[config.mk]
export PLATFORM = sky130hd
export DESIGN_NAME = fifo_param
export DESIGN_NICKNAME = d
export VERILOG_FILES = /design/src/rtl/fifo_pkg.sv /design/src/rtl/edge_pulse.sv /design/src/rtl/fifo_param.sv
export SDC_FILE = /design/constraint.sdc
export NUM_CORES = 1
export LEC_CHECK = 0
export CAP_MARGIN = 10
export CELL_PAD_IN_SITES_DETAIL_PLACEMENT = 2
export CELL_PAD_IN_SITES_GLOBAL_PLACEMENT = 2
export CORE_MARGIN = 5
export CORE_UTILIZATION = 43
export DETAILED_ROUTE_END_ITERATION = 6
export GPL_TIMING_DRIVEN = 0
export PLACE_DENSITY_LB_ADDON = 0.1
export SYNTH_ARGS = -nofsm -noshare
export SYNTH_HDL_FRONTEND = slang
export SYNTH_SLANG_ARGS = --single-unit
[constraint.sdc]
create_clock -name clk -period 3.1 [get_ports clk]
set_input_delay 0.62 -clock clk [delete_from_list [all_inputs] [get_ports clk]]
set_output_delay 0.62 -clock clk [all_outputs]
set_load 0.02 [all_outputs]
[src/rtl/fifo_pkg.sv]
// rtl/fifo_pkg.sv - shared defaults and elaboration helpers for fifo_param
package fifo_pkg;

    localparam int DEFAULT_WIDTH = 10;
    localparam int DEFAULT_DEPTH = 32;

    // Almost-flag thresholds are clamped into the legal occupancy range 0..depth.
    function automatic int clamp_level(input int level, input int depth);
        if (level < 0) begin
            return 0;
        end
        if (level > depth) begin
            return depth;
        end
        return level;
    endfunction

    function automatic bit is_pow2(input int n);
        return (n >= 2) && ((n & (n - 1)) == 0);
    endfunction

endpackage

[src/rtl/edge_pulse.sv]
// rtl/edge_pulse.sv - rising-edge detector with registered previous value
module edge_pulse (
    input  logic clk,
    input  logic reset,
    input  logic in_i,
    output logic out_o
);

    logic prev_q;

    always_ff @(posedge clk or posedge reset) begin
        if (reset) begin
            prev_q <= 1'b0;
        end else begin
            prev_q <= in_i;
        end
    end

    assign out_o = in_i & ~prev_q;

endmodule

[src/rtl/fifo_param.sv]
// rtl/fifo_param.sv - parametrised synchronous FIFO with edge/level events and sticky errors
module fifo_param
    import fifo_pkg::*;
#(
    parameter int WIDTH     = DEFAULT_WIDTH,
    parameter int DEPTH     = DEFAULT_DEPTH,
    parameter int ADDR_W    = $clog2(DEPTH),
    parameter int AF_LEVEL  = DEPTH - 2,
    parameter int AE_LEVEL  = 2,
    parameter int EDGE_MODE = 1
) (
    input  logic              clk,
    input  logic              reset,
    input  logic              push,
    input  logic              pop,
    input  logic [WIDTH-1:0]  inp_data,
    input  logic              clear_err,
    output logic [WIDTH-1:0]  out_data,
    output logic              empty,
    output logic              full,
    output logic              almost_empty,
    output logic              almost_full,
    output logic [ADDR_W:0]   cur_size,
    output logic              overflow,
    output logic              underflow
);

    localparam int CNT_W = ADDR_W + 1;
    localparam logic [ADDR_W:0] AF_T = CNT_W'(clamp_level(AF_LEVEL, DEPTH));
    localparam logic [ADDR_W:0] AE_T = CNT_W'(clamp_level(AE_LEVEL, DEPTH));
    localparam logic [ADDR_W:0] ONE  = CNT_W'(1);

    if (!is_pow2(DEPTH)) begin : g_depth_check
        $error("fifo_param: DEPTH must be a power of two >= 2");
    end

    logic [WIDTH-1:0]  mem_q [DEPTH];
    logic [ADDR_W:0]   wr_ptr_q, wr_ptr_d;
    logic [ADDR_W:0]   rd_ptr_q, rd_ptr_d;
    logic [WIDTH-1:0]  out_data_q, out_data_d;
    logic              overflow_q, overflow_d;
    logic              underflow_q, underflow_d;
    logic              push_ev, pop_ev;
    logic              push_acc, pop_acc;

    if (EDGE_MODE != 0) begin : g_edge
        edge_pulse u_push_edge (.clk(clk), .reset(reset), .in_i(push), .out_o(push_ev));
        edge_pulse u_pop_edge  (.clk(clk), .reset(reset), .in_i(pop),  .out_o(pop_ev));
    end else begin : g_level
        assign push_ev = push;
        assign pop_ev  = pop;
    end

    // Extra wrap bit distinguishes full from empty when the index bits match.
    assign empty        = (wr_ptr_q == rd_ptr_q);
    assign full         = (wr_ptr_q[ADDR_W-1:0] == rd_ptr_q[ADDR_W-1:0]) &&
                          (wr_ptr_q[ADDR_W] != rd_ptr_q[ADDR_W]);
    assign cur_size     = wr_ptr_q - rd_ptr_q;
    assign almost_empty = (cur_size <= AE_T);
    assign almost_full  = (cur_size >= AF_T);

    assign push_acc = push_ev & ~full;
    assign pop_acc  = pop_ev & ~empty;

    always_comb begin
        wr_ptr_d    = wr_ptr_q;
        rd_ptr_d    = rd_ptr_q;
        out_data_d  = out_data_q;
        overflow_d  = clear_err ? 1'b0 : overflow_q;
        underflow_d = clear_err ? 1'b0 : underflow_q;
        if (push_acc) begin
            wr_ptr_d = wr_ptr_q + ONE;
        end
        if (pop_acc) begin
            rd_ptr_d   = rd_ptr_q + ONE;
            out_data_d = mem_q[rd_ptr_q[ADDR_W-1:0]];
        end
        // A new error event overrides a same-cycle clear.
        if (push_ev && full) begin
            overflow_d = 1'b1;
        end
        if (pop_ev && empty) begin
            underflow_d = 1'b1;
        end
    end

    always_ff @(posedge clk or posedge reset) begin
        if (reset) begin
            wr_ptr_q    <= '0;
            rd_ptr_q    <= '0;
            out_data_q  <= '0;
            overflow_q  <= 1'b0;
            underflow_q <= 1'b0;
        end else begin
            wr_ptr_q    <= wr_ptr_d;
            rd_ptr_q    <= rd_ptr_d;
            out_data_q  <= out_data_d;
            overflow_q  <= overflow_d;
            underflow_q <= underflow_d;
        end
    end

    // Storage is deliberately left out of reset.
    always_ff @(posedge clk) begin
        if (push_acc) begin
            mem_q[wr_ptr_q[ADDR_W-1:0]] <= inp_data;
        end
    end

    assign out_data  = out_data_q;
    assign overflow  = overflow_q;
    assign underflow = underflow_q;

endmodule

==> results.yml <==
status:
  status: "finished, violations left"
  violations: "negative setup slack"
clocking:
  root_buffer: "clkbuf_16"
  cts.sinks: 346
  cts_tree: "built"
  clk_latency_ns: 0.52
  htree_levels: 2
  hold_buffers: 0
  cts_buffer_depth: 3
  clk_pin_slew_ns: 0.06
  cts_buffers: 38
sta:
  timing.final.ws_setup_ns: -0.112
  rsz0062_at_grt: "true"
  relSlewSlack_pct: 27.4
  fin_worst_skew_ns: 0.0132
  slew_violations: 0
  fin_crit_ns: 3.21
  hold_ws_ns: 0.516
  min_period_over_period_pct: 104
  setup_violations: 2
  fmax_mhz: 311
  tightestPinTransition_ns: 1.09
  hold_viol: 0
floorplanning:
  num_io_pins: 37
  die-height_um: 189
  start_util_pct: 43.5
  fp.dieW_um: 189
  rows: 65
  core_area_um2: 31500
  dieArea_um2: 35500
routing:
  ant_nets: 0
  highest_layer: "met4"
  vias: 7271
  drt_first_pass_iters: 4
  wl_met3_um: 1420
  drc: 0
  met1_length_um: 16700
  drt-initial-drc-count: 502
  vias_per_cell: 5.76
  wl_per_cell_um: 30.0
  wl_met2_um: 19100
  wl_um: 37900
finish:
  nNetsFinal: 860
  mostFrequentLayoutCell: "edfxtp_1"
  synthToLayoutAreaGrowth_pct: 19.7
  layout-drive-gt1-share_pct: 29.0
  fin_area_um2: 16400
  num_antenna_cells: 0
  final_cells: 1262
  final_cell_mix: "320 x edfxtp_1, 70 x mux4_2, 51 x nand2_1"
min_path:
  min-delay-start: "rd_ptr_q[5]"
  min_path_cells: 1
  min_to: "rd_ptr_q[5]"
  hold_path_class: "reg2reg"
synth:
  synth_fp_nets: 761
  synth-seq-cells: 346
  synthArstFlopShare_pct: 7.51
  yosys_warnings: 0
  synth.largest_area_cell: "edfxtp_1"
  yosys-top-cells-area: "edfxtp_1 70%, mux4_2 12%, dfrtp_1 4.7%, nor2_1 1.6%, nand2_1 1.5%"
  synth_top_area_share_pct: 70.1
  yosysUniqueCellTypes: 39
  synth_cells: 735
  synth_edf_count: 320
  syn_area_per_cell_um2: 18.6
  synthesis.area_um2: 13700
  synth_flop_cell: "edfxtp_1"
  synth_seq_area_share_pct: 74.9
placement:
  dpl.hpwl_um: 24800
  port_buffers: 36
  place_inst: 1177
  gp_congestion: 0.830
  postPlaceCellArea_um2: 14700
  dpl_worst_slack_ns: -1.31
power_and_ir_drop:
  switching_share_pct: 34.2
  powerDensity_nw_per_um2: 940
  power_switching_mw: 5.27
  p_leak_nw: 5.36
  pwr-share-comb_pct: 36.5
  ir_worst_vdd_uv: 498
  clock_power_share_pct: 27.4
  pwr-share-seq_pct: 36.0
  p_int_mw: 10.2
setup_path:
  critPathLaunchType: "flip-flop"
  r2r_slack_ns: 0.14
  worstPathRequired_ns: 2.48
  critical_path_class: "reg2out"
  timing.rr.end: "out_data[9]"
  end_kind: "primary output"
  worstPathArrival_ns: 2.59
  crit_fanout: 2
  reg2reg_from: "rd_ptr_q[1]"
  reg2reg_depth: 8
global_route:
  grt.total_usage_pct: 21.3
  grt_pass1_wl_um: 55500
  grt_pass1_vias: 8124
  grt_remaining_overflow: 0
  grt_max_degree: 33
  antenna_found_initial: 1
flow_run:
  cap_violations: 0
-- worst max-delay path: stages (launching register included) --
cell and delay, ns:
dfrtp_1 0.41, inv_2 0.10, ha_4 0.15, inv_1 0.06, fa_2 0.35, nand2_2 0.09, nand2_2 0.07, a21oi_2 0.18
xnor2_2 0.09, a211o_1 0.25, nor3_2 0.17, buf_4 0.17
-- power groups by stage --
stage	clock [mW]	combinational, mW	sequential, mW
after floorplan	0	3.07	5.63
after global placement	0	4.77	5.61
after detailed placement	0	4.99	5.63
after CTS	4.32	5.29	5.54
after global routing	4.55	5.95	5.57
final	4.23	5.63	5.56
-- metrics by stage --
stage | setup TNS (ns) | total power, mW | utilization, %
2_1_floorplan | 0 | 8.70 | -
3_3_place_gp | -327.45 | 10.4 | 46.4
3_5_place_dp | -381.95 | 10.6 | 46.7
4_1_cts | -5.40 | 15.2 | 51.4
5_1_grt | -0.551 | 16.1 | 52.1
6_report | -0.137 | 15.4 | 52.1
-- synth_stat cells, types with 5 or more instances --
master	n
a211oi_1	10
mux2i_1	20
dfrtp_1	26
xor2_1	5
inv_1	13
mux4_2	70
o21ai_0	5
edfxtp_1	320
ha_1	10
clkbuf_1	11
o22ai_1	10
xnor2_1	7
buf_2	10
nor2_1	58
mux2_2	10
nand2_1	56
a21oi_1	22
buf_4	9
nor3_1	32
-- timing repair --
action,4_1_cts,5_1_grt
setup buffers,9,12
resized for setup,106,21
endpoints found under the setup margin,342,328
pin swaps,8,12
-- worst max path at each step --
stage	start	to	slack, ns
global placement	rd_ptr_q[2]	mem_q[12][1]	-1.10
global route	wr_ptr_q[0]	almost_empty	-0.21
detailed placement	rd_ptr_q[2]	mem_q[25][5]	-1.31
CTS	rd_ptr_q[1]	almost_full	-0.13
finish	wr_ptr_q[0]	almost_empty	-0.11
floorplan	rd_ptr_q[1]	almost_full	0.01
-- flip-flops by register name, summed over array words and instances (netlist names) --
name / count
wr_ptr_q: 6
out_data: 10
mem_q: 320
rd_ptr_q: 6
underflow: 1
g_edge.u_pop_edge.prev_q: 1
overflow: 1
g_edge.u_push_edge.prev_q: 1
-- cells by family after synthesis --
family          Yosys count  share of synthesized area [%]
mux                     100                           13.8
fa+ha+maj                11                           1.06
buf+inv                  46                           1.60
flops                   346                           74.9
xor+xnor                 13                          0.886
compound gates           51                           2.24
simple gates            168                           5.57
-- cell type report --
class                   count  area [um2]
multi-input cells         343        3570
repair buffers             64         698
fillers                  2733       15100
clock inverters            20         116
inverters                  13        61.3
flip-flops and latches    346       10300
clock buffers              46        1040
plain buffers              28         149
well taps                 402         503
-- per-layer routing --
metal,global-route usage (%),up-vias
met3,2.98,57
met5,0,-
li1,-,3110
met2,35.7,175
met4,4.79,0
met1,29.9,3929
No activity file was read; power rests on OpenSTA's default activity.
